`config.mk`:
```
export PLATFORM = sky130hd
export DESIGN_NAME = fetch_stage_flat
export DESIGN_NICKNAME = d
export VERILOG_FILES = /design/src/rtl/fetch_stage_pkg.sv /design/src/rtl/fetch_stage_if.sv /design/src/rtl/fetch_skid_buf.sv /design/src/rtl/fetch_stage.sv /design/src/flat_wrapper.sv
export SDC_FILE = /design/constraint.sdc
export NUM_CORES = 1
export LEC_CHECK = 0
export ABC_AREA = 1
export CAP_MARGIN = 20
export CORE_MARGIN = 2
export CORE_UTILIZATION = 40
export CTS_BUF_LIST = sky130_fd_sc_hd__clkbuf_16
export CTS_CLUSTER_DIAMETER = 60
export CTS_CLUSTER_SIZE = 30
export DETAILED_ROUTE_END_ITERATION = 10
export PLACE_DENSITY = 0.66
export SLEW_MARGIN = 20
export SYNTH_ARGS = -nofsm -noshare
export SYNTH_HDL_FRONTEND = slang
export SYNTH_SLANG_ARGS = --single-unit
```
`constraint.sdc`:
```
create_clock -name clk -period 1.49 [get_ports clk]
set_input_delay 0.149 -clock clk [delete_from_list [all_inputs] [get_ports clk]]
set_output_delay 0.149 -clock clk [all_outputs]
set_load 0.01 [all_outputs]
```
`src/rtl/fetch_stage_pkg.sv`:
```
// Shared definitions for the instruction-fetch stage: opcodes, the default
// bubble encoding and the fetch state encoding.
package fetch_stage_pkg;

  localparam logic [4:0]  OP_HALT          = 5'b00000;
  localparam logic [4:0]  OP_NOP           = 5'b00001;
  localparam logic [15:0] NOP_DEFAULT      = {OP_NOP, 11'b000_0000_0000};
  localparam int unsigned MAX_WAIT_DEFAULT = 15;

  typedef enum logic [1:0] {
    ST_REQ    = 2'd0,
    ST_WAIT   = 2'd1,
    ST_HALTED = 2'd2
  } fetchState_t;

  function automatic logic isHalt(input logic [15:0] instr);
    return (instr[15:11] == OP_HALT);
  endfunction

endpackage

```
`src/rtl/fetch_stage_if.sv`:
```
// Instruction-memory request/response bus between the fetch stage (master)
// and a variable-latency instruction memory (slave).
interface fetch_stage_if;

  logic        imemEn;
  logic [15:0] imemAddr;
  logic        imemDone;
  logic [15:0] imemData;
  logic        imemErr;

  modport master (
    output imemEn,
    output imemAddr,
    input  imemDone,
    input  imemData,
    input  imemErr
  );

  modport slave (
    input  imemEn,
    input  imemAddr,
    output imemDone,
    output imemData,
    output imemErr
  );

endinterface

```
`src/rtl/fetch_skid_buf.sv`:
```
// One-entry holding register for an instruction and its PC+2, used when a
// response arrives while decode is stalled.
module fetch_skid_buf #(
  parameter int unsigned WIDTH = 16
) (
  input  logic             clk,
  input  logic             rst,
  input  logic             clear,
  input  logic             load,
  input  logic             pop,
  input  logic [WIDTH-1:0] instrIn,
  input  logic [WIDTH-1:0] pcIn,
  output logic             full,
  output logic [WIDTH-1:0] instr,
  output logic [WIDTH-1:0] pc
);

  // Entry state: clear wins over load, load over pop.
  always_ff @(posedge clk or negedge rst) begin
    if (!rst) begin
      full  <= 1'b0;
      instr <= {WIDTH{1'b0}};
      pc    <= {WIDTH{1'b0}};
    end else if (clear) begin
      full <= 1'b0;
    end else if (load) begin
      full  <= 1'b1;
      instr <= instrIn;
      pc    <= pcIn;
    end else if (pop) begin
      full <= 1'b0;
    end else begin
      full <= full;
    end
  end

endmodule

```
`src/rtl/fetch_stage.sv`:
```
// Instruction-fetch stage: owns the PC, talks to a variable-latency
// instruction memory and feeds the decode pipeline register.
module fetch_stage
  import fetch_stage_pkg::*;
#(
  parameter logic [15:0] RESET_PC  = 16'h0000,
  parameter logic [15:0] NOP_INSTR = NOP_DEFAULT,
  parameter int unsigned MAX_WAIT  = MAX_WAIT_DEFAULT
) (
  input  logic          clk,
  input  logic          rst,
  input  logic          stall,
  input  logic          redirect,
  input  logic [15:0]   redirectPc,
  fetch_stage_if.master imem,
  output logic [15:0]   instrOut,
  output logic [15:0]   nextPcOut,
  output logic          validOut,
  output logic          halted,
  output logic          err
);

  localparam int unsigned      CNT_W    = $clog2(MAX_WAIT + 1);
  localparam logic [CNT_W-1:0] CNT_MAX  = CNT_W'(MAX_WAIT);
  localparam logic [CNT_W-1:0] CNT_LAST = CNT_W'(MAX_WAIT - 1);

  fetchState_t      state;
  logic [15:0]      pc;
  logic             discard;
  logic [CNT_W-1:0] waitCnt;

  logic             skidFull;
  logic [15:0]      skidInstr;
  logic [15:0]      skidPc;

  logic [15:0]      pcPlus2;
  logic             respValid;
  logic             freshResp;
  logic             skidLoad;
  logic             skidPop;
  logic             errSet;

  assign pcPlus2   = pc + 16'd2;
  assign respValid = (state == ST_WAIT) && imem.imemDone;
  // A response is usable only if it is not the stale one behind a redirect.
  assign freshResp = respValid && !discard && !redirect;
  assign skidLoad  = freshResp && stall;
  assign skidPop   = skidFull && !stall && !redirect;
  assign errSet    = (redirect && redirectPc[0])
                   || (respValid && imem.imemErr)
                   || ((state == ST_WAIT) && !imem.imemDone && (waitCnt == CNT_LAST));

  fetch_skid_buf #(
    .WIDTH (16)
  ) skidBuf (
    .clk     (clk),
    .rst     (rst),
    .clear   (redirect),
    .load    (skidLoad),
    .pop     (skidPop),
    .instrIn (imem.imemData),
    .pcIn    (pcPlus2),
    .full    (skidFull),
    .instr   (skidInstr),
    .pc      (skidPc)
  );

  // Sticky error flag.
  always_ff @(posedge clk or negedge rst) begin
    if (!rst) begin
      err <= 1'b0;
    end else if (errSet) begin
      err <= 1'b1;
    end else begin
      err <= err;
    end
  end

  // Fetch FSM, PC, memory request and decode output register.
  always_ff @(posedge clk or negedge rst) begin
    if (!rst) begin
      state         <= ST_REQ;
      pc            <= RESET_PC;
      discard       <= 1'b0;
      waitCnt       <= {CNT_W{1'b0}};
      imem.imemEn   <= 1'b0;
      imem.imemAddr <= RESET_PC;
      instrOut      <= NOP_INSTR;
      nextPcOut     <= RESET_PC;
      validOut      <= 1'b0;
      halted        <= 1'b0;
    end else if (redirect) begin
      pc       <= {redirectPc[15:1], 1'b0};
      instrOut <= NOP_INSTR;
      validOut <= 1'b0;
      halted   <= 1'b0;
      // An outstanding request must still complete; its data is thrown away.
      if ((state == ST_WAIT) && !imem.imemDone) begin
        discard <= 1'b1;
        state   <= ST_WAIT;
      end else begin
        discard     <= 1'b0;
        state       <= ST_REQ;
        imem.imemEn <= 1'b0;
      end
    end else begin
      if (!stall) begin
        if (skidFull) begin
          instrOut  <= skidInstr;
          nextPcOut <= skidPc;
          validOut  <= 1'b1;
        end else if (freshResp) begin
          instrOut  <= imem.imemData;
          nextPcOut <= pcPlus2;
          validOut  <= 1'b1;
        end else begin
          instrOut <= NOP_INSTR;
          validOut <= 1'b0;
        end
      end

      case (state)
        ST_REQ: begin
          // Hold off while the skid entry is occupied so nothing is lost.
          if (!skidFull) begin
            imem.imemEn   <= 1'b1;
            imem.imemAddr <= pc;
            waitCnt       <= {CNT_W{1'b0}};
            state         <= ST_WAIT;
          end else begin
            imem.imemEn <= 1'b0;
            state       <= ST_REQ;
          end
        end
        ST_WAIT: begin
          if (imem.imemDone) begin
            imem.imemEn <= 1'b0;
            if (discard) begin
              discard <= 1'b0;
              state   <= ST_REQ;
            end else begin
              pc <= pcPlus2;
              if (isHalt(imem.imemData)) begin
                state  <= ST_HALTED;
                halted <= 1'b1;
              end else begin
                state <= ST_REQ;
              end
            end
          end else if (waitCnt != CNT_MAX) begin
            waitCnt <= waitCnt + CNT_W'(1);
          end else begin
            waitCnt <= waitCnt;
          end
        end
        ST_HALTED: begin
          imem.imemEn <= 1'b0;
        end
        default: begin
          state       <= ST_REQ;
          imem.imemEn <= 1'b0;
        end
      endcase
    end
  end

endmodule

```
`src/flat_wrapper.sv`:
```
// flat-port wrapper written by rule: the top's interface ports become plain ports
module fetch_stage_flat import fetch_stage_pkg::*;
#(
  parameter logic [15:0] RESET_PC  = 16'h0000,
  parameter logic [15:0] NOP_INSTR = NOP_DEFAULT,
  parameter int unsigned MAX_WAIT  = MAX_WAIT_DEFAULT
)
  (clk, rst, stall, redirect, redirectPc, instrOut, nextPcOut, validOut, halted, err, imem_imemEn, imem_imemAddr, imem_imemDone, imem_imemData, imem_imemErr);
  fetch_stage_if imem_i ();
  input  logic clk;
  input  logic rst;
  input  logic stall;
  input  logic redirect;
  input  logic [15:0] redirectPc;
  output logic [15:0] instrOut;
  output logic [15:0] nextPcOut;
  output logic validOut;
  output logic halted;
  output logic err;
  output wire logic [$bits(imem_i.imemEn)-1:0] imem_imemEn;
  output wire logic [$bits(imem_i.imemAddr)-1:0] imem_imemAddr;
  input wire logic [$bits(imem_i.imemDone)-1:0] imem_imemDone;
  input wire logic [$bits(imem_i.imemData)-1:0] imem_imemData;
  input wire logic [$bits(imem_i.imemErr)-1:0] imem_imemErr;
  assign imem_imemEn = imem_i.imemEn;
  assign imem_imemAddr = imem_i.imemAddr;
  assign imem_i.imemDone = imem_imemDone;
  assign imem_i.imemData = imem_imemData;
  assign imem_i.imemErr = imem_imemErr;
  fetch_stage #(.RESET_PC(RESET_PC), .NOP_INSTR(NOP_INSTR), .MAX_WAIT(MAX_WAIT)) u_core (.clk(clk), .rst(rst), .stall(stall), .redirect(redirect), .redirectPc(redirectPc), .imem(imem_i), .instrOut(instrOut), .nextPcOut(nextPcOut), .validOut(validOut), .halted(halted), .err(err));
endmodule
```
# Yosys cells after proc, flatten, opt, wreduce, memory -nomap -nowiden
# Index checks and enable logic that the tools add are counted.
[totals]
ff_bits = 108
inputBits = 38
[op_classes]
reduce_logical = 33
n_mux = 41
n_bitwise = 3
add_sub_neg = 2
eq_ne = 12
[op_table]
columns = ["cell", "count"]
rows = [
  ["$mux 16", 10],
  ["$mux 1", 21],
  ["$add 16x2->16 const B", 1],
  ["$mux 4", 3],
  ["$ne 2x2->1 const B", 6],
  ["$logic_and 1x1->1", 10],
  ["$reduce_bool 2->1", 5],
  ["$reduce_and 3->1", 3],
  ["$mux 2", 4],
  ["$pmux 4 s2", 1],
  ["$reduce_and 2->1", 4],
  ["$pmux 2 s3", 1],
  ["$logic_not 5->1", 1],
  ["$reduce_and 5->1", 1],
  ["$add 4x1->4 const B", 1],
  ["$eq 4x4->1 const B", 1],
  ["$logic_not 1->1", 4],
  ["$ne 4x4->1 const B", 1],
  ["$reduce_and 4->1", 1],
  ["$ne 3x3->1 const B", 1],
  ["$not 1->1", 3],
  ["$reduce_bool 3->1", 1],
  ["$eq 2x1->1 const B", 1],
  ["$eq 2x2->1 const B", 1],
  ["other kinds (4)", 5],
]

# Logic depth before layout (Yosys ltp)
[logic_depth]
depth_word = 8
mapped_depth = 10

# Cells and area by module
# From an unflattened synthesis, not the netlist that was laid out.
[unflattened]
hier_cells = 620
hier_area_um2 = 5087.4
[modules_own_cells]
columns = ["mod", "cells_each", "instances", "area_per_inst_um2"]
rows = [
  ["fetch_stage", 476, 1, 3674.8],
  ["fetch_skid_buf", 144, 1, 1412.6],
]

# Worst setup path after synthesis
# No wires, ideal clock.
[synth_timing]
path_type = "register to register"
from = "register u_core.pc[1]"
to = "register u_core.nextPcOut[9]"
setup_time_ns = 0.116
t_arrival_ns = 1.282
setup_slack_ns = 0.092
synth_period_minus_slack_ns = 1.398
required_time_ns = 1.374
path_stages_with_launch = 10
path_buffers = 0
cell_sequence = "dfrtp_1 -> ha_1 -> nand2_1 -> nor2_1 -> nand2_1 -> nand2_1 -> and2_1 -> nand2_1 -> nand2_1 -> nand2_1"
[synth_via]
elab_chain_len = 3
[synth_lines]
columns = ["element", "line", "rtl"]
rows = [
  ["start: declaration", "fetch_stage.sv:28", "logic [15:0] pc;"],
  ["start signal: assignment", "fetch_stage.sv:93", "pc <= {redirectPc[15:1], 1'b0};"],
  ["start signal: assignment", "fetch_stage.sv:142", "pc <= pcPlus2;"],
  ["$add 16x2->16", "fetch_stage.sv:43", "assign pcPlus2 = pc + 16'd2;"],
  ["$mux 16", "fetch_stage.sv:112", "end else if (freshResp) begin"],
  ["$mux 16", "fetch_stage.sv:108", "if (skidFull) begin"],
  ["end signal: assignment", "fetch_stage.sv:110", "nextPcOut <= skidPc;"],
  ["end signal: assignment", "fetch_stage.sv:114", "nextPcOut <= pcPlus2;"],
  ["end: declaration", "fetch_stage.sv:17", "output logic [15:0] nextPcOut,"],
]
# Every way passes these cells. The select of a mux whose other input is x is not followed.
# A chain may end at the register's enable or synchronous reset.

# Worst setup path in the final report
[layout_timing]
from = "register u_core.state[1]"
to = "register u_core.skidBuf.pc[6]"
[layout_via]
elab_chain_len = 6
[layout_lines]
columns = ["element", "line", "rtl"]
rows = [
  ["start: declaration", "fetch_stage.sv:27", "fetchState_t state;"],
  ["start signal: assignment", "fetch_stage.sv:82", "state <= ST_REQ;"],
  ["start signal: assignment", "fetch_stage.sv:100", "state <= ST_WAIT;"],
  ["start signal: assignment", "fetch_stage.sv:103", "state <= ST_REQ;"],
  ["$eq 2x1->1", "fetch_stage.sv:44", "assign respValid = (state == ST_WAIT) && imem.imemDone;"],
  ["$logic_and 1x1->1", "fetch_stage.sv:44", ""],
  ["$logic_and 1x1->1 (2 in a row)", "fetch_stage.sv:46", "assign freshResp = respValid && !discard && !redirect;"],
  ["$logic_and 1x1->1", "fetch_stage.sv:47", "assign skidLoad = freshResp && stall;"],
  ["$reduce_and 2->1 (no line)", "--", ""],
  ["end signal: assignment", "fetch_skid_buf.sv:23", "pc <= {WIDTH{1'b0}};"],
  ["end signal: assignment", "fetch_skid_buf.sv:29", "pc <= pcIn;"],
  ["end: declaration", "fetch_skid_buf.sv:15", "output logic [WIDTH-1:0] pc"],
]
# Every way passes these cells.

==> metrics.cfg <==
[status]
run_status=complete, no violations

[power_and_ir_drop]
combPwrFrac_pct=28.6
p_leak_nw=3.19
seqPwrFrac_pct=46.3
vdd_drop_max_mv=0.613
clkPwrFrac_pct=25.1
switching_share_pct=31.4
internal_power_mw=6.01
power_density_nw_per_um2=1330
p_switching_mw=2.75

[clocking]
cts.reportedPaths.clkPinSlew_ns=0.07
cts_sinks=104
htreeDepth=3
worstSkewPairLatency_ns=0.35
cts_tree=built
cts_buffers=9
cts_root_buffer=clkbuf_16
clock_path_buffers=2

[sta]
clock.fmax_mhz=695
setup_viol=0
skew_ns=0.00714
min_period_ns=1.44
rsz0062_at_grt=yes
setup_ws_ns=0.0513
drv_slew=0
fin_crit_sh_pct=96.6
finalHoldViolCount=0

[global_route]
grt_max_degree=38
grt_pass1_vias=4239
overflow=0
grt_first_pass_wirelength_um=20300
antenna_found_initial=0
grt_use_total_pct=19.5

[synth]
syn-cell-area_um2=4900
synthTopCellsByArea=dfrtp_1, nand2_1, o21ai_0
syn_avg_cell_area_um2=8.25
syn_inst=594
synth_warnings=0
synth_cell_types=37
synth-seq-area-share_pct=53.1
yosys.area.top_type=dfrtp_1
synth_top_area_share_pct=52.6
ys_ff_latch=104

[floorplanning]
die-area_um2=13200
io_pins=90
start_util_pct=40.8
rows=40
die_x_um=115
die_y_um=115
design.core.area_um2=12000

[worst_setup_path]
crit_slowest_cell=dfrtp_1
rrSetupSlack_ns=0.05
cp_max_fo=18
path_common_cell=nand2_4
critical-path-max-stage-delay_ns=0.40
critPathLaunchType=register
cp.arrival_ns=1.66
critPathRequiredTime_ns=1.71
cp-end-kind=register
crit_chain=inv_2 > nand2_4 > nor2_8 > nand2_4 > nor2_4 > inv_4 > buf_12 > nand2_1 > o21ai_0
path_class=reg -> reg

[layout]
syn2layout_area_growth_pct=34.6
instances_no_fill=874
nFillCells=1135
drive_above_1_share_pct=14.7
n_antenna_cell=0
seq_area_um2=2610
nets=763
multi_input_area_um2=2020

[detailed_routing]
via_count=4350
drt_iter0_markers=286
vias_per_cell=4.98
routed_wl_um=12300
drcViolationCount=0
dr.pass1.iters=4
ant_nets=0
wl_per_cell_um=14.0

[place]
place_ws_ns=-0.165
dp.final_hpwl_um=8840
io_buffers=87
dpl.cell_count=850
gp_congestion=0.849

[hold_path]
min_path_type=in -> async

[flow_run]
drv_cap=0

[critical path, delay by kind of cell (launching register included)]
family / cells / cell delay (ns)
buf+inv: 3 / 0.30
simple gates: 5 / 0.54
flops: 1 / 0.40
compound gates: 1 / 0.07
[cells in the final DEF (no fill, tap or decap), drive strengths merged]
| cell | instances |
|---|---|
| nand2 | 217 |
| dfrtp | 103 |
| clkdlybuf4s50 | 85 |
| o21ai | 76 |
| buf | 55 |
| inv | 45 |
| nor2 | 44 |
| nand3 | 26 |
| a21oi | 20 |
| nand4 | 9 |
| clkbuf | 9 |
| o21a | 4 |
| xor2 | 3 |
| o211ai | 3 |
| o22ai | 3 |
| clkinvlp | 3 |
| xnor2 | 3 |
| ha | 3 |
| a21boi | 2 |
| conb | 2 |
| and2 | 2 |
| clkinv | 2 |
| nor3 | 1 |
| o31ai | 1 |
| a211oi | 1 |
| or2 | 1 |
| a31oi | 1 |
| dlygate4sd3 | 1 |
| dlygate4sd2 | 1 |
| dfstp | 1 |
[cells in the mapped netlist]
cell,number
nand2_1,212
dfrtp_1,103
o21ai_0,50
inv_1,37
nor2_1,36
nand3_1,26
o21ai_1,22
a21oi_1,20
buf_2,9
nand4_1,9
buf_6,8
clkbuf_1,6
inv_2,5
nor2_2,4
o21a_1,4
o21ai_2,4
ha_1,3
nand2_2,3
nor2_4,3
o211ai_1,3
o22ai_1,3
xnor2_1,3
xor2_1,3
a21boi_0,2
and2_1,2
buf_4,2
nand2_4,2
a211oi_1,1
a31oi_1,1
buf_1,1
conb_1,1
dfstp_2,1
inv_4,1
nor2_8,1
nor3_1,1
o31ai_1,1
or2_2,1
[metrics by stage]
stage | TNS (ns) | util (%) | area (um^2) | hold slack [ns] | total power, mW
after floorplan | 0 | - | 4910 | -0.147 | 5.25
after global placement | -4.96 | 51.6 | 6200 | 0.115 | 6.48
after detailed placement | -6.62 | 51.6 | 6200 | 0.122 | 6.57
after CTS | 0 | 53.9 | 6480 | 0.294 | 8.80
after global routing | -0.0754 | 54.9 | 6600 | 0.311 | 9.34
final | 0 | 54.9 | 6600 | 0.285 | 8.76
[power groups by stage]
stage	registers, mW	clock network [mW]	logic [mW]
after detailed placement	4.09	0	2.47
after CTS	4.05	2.26	2.49
final	4.05	2.20	2.51
after floorplan	4.16	0	1.10
after global routing	4.15	2.37	2.81
after global placement	4.07	0	2.41
[routing by layer]
metal | vias up | track usage [%] | routed length, um
li1 | 2159 | - | -
met1 | 2081 | 25.0 | 5420
met2 | 101 | 33.6 | 6160
met3 | 9 | 5.29 | 561
met4 | 0 | 3.78 | 127
met5 | - | 0 | 0
[cells by family after synthesis]
group | after synthesis | synth area share, %
buf+inv | 69 | 6.94
flops | 104 | 53.1
other cells | 1 | 0.0765
fa+ha+maj | 3 | 0.766
xor+xnor | 6 | 1.07
compound gates | 111 | 12.3
simple gates | 300 | 25.7
[registers in the layout, summed over array words and instances, names as in the netlist, 2 cells and up]
signal / cells
u_core.imem.imemAddr: 15
u_core.nextPcOut: 15
u_core.skidBuf.pc: 15
u_core.state: 2
u_core.pc: 15
u_core.instrOut: 16
u_core.waitCnt: 4
u_core.skidBuf.instr: 16
[worst paths after layout]
check,startpoint,end,depth (start not counted)
setup / recovery,u_core.state[1]$_DFFE_PN0P_,u_core.skidBuf.pc[6]$_DFFE_PN0P_,9
hold / removal,rst,u_core.imem.imemAddr[12]$_DFFE_PN0P_,2
setup reg to reg,u_core.state[1]$_DFFE_PN0P_,u_core.skidBuf.pc[6]$_DFFE_PN0P_,9
hold reg to reg,u_core.imem.imemAddr[7]$_DFFE_PN0P_,u_core.imem.imemAddr[7]$_DFFE_PN0P_,2
max in group asynchronous,rst,u_core.instrOut[11]$_DFFE_PN1P_,3
min in group clk,imem_imemData[2],u_core.skidBuf.instr[2]$_DFFE_PN0P_,3
[cell type report]
class	count	share of cell area, %
clock buffer	9	3.41
tap	147	2.79
sequential	104	39.5
inverter	43	2.56
timing repair buffer	142	20.4
clock inverter	7	0.740
multi-input combinational	422	30.6
[repair_timing]
item / in CTS / in global routing
buffers inserted: 0 / 7
hold buffers: 1 / 0
endpoints found under the hold margin: 28 / 0
resized for setup: 1 / 20
pin swaps: 0 / 8
endpoints found under the setup margin: 1 / 26
Note: power is estimated with default switching activity, not from simulation.
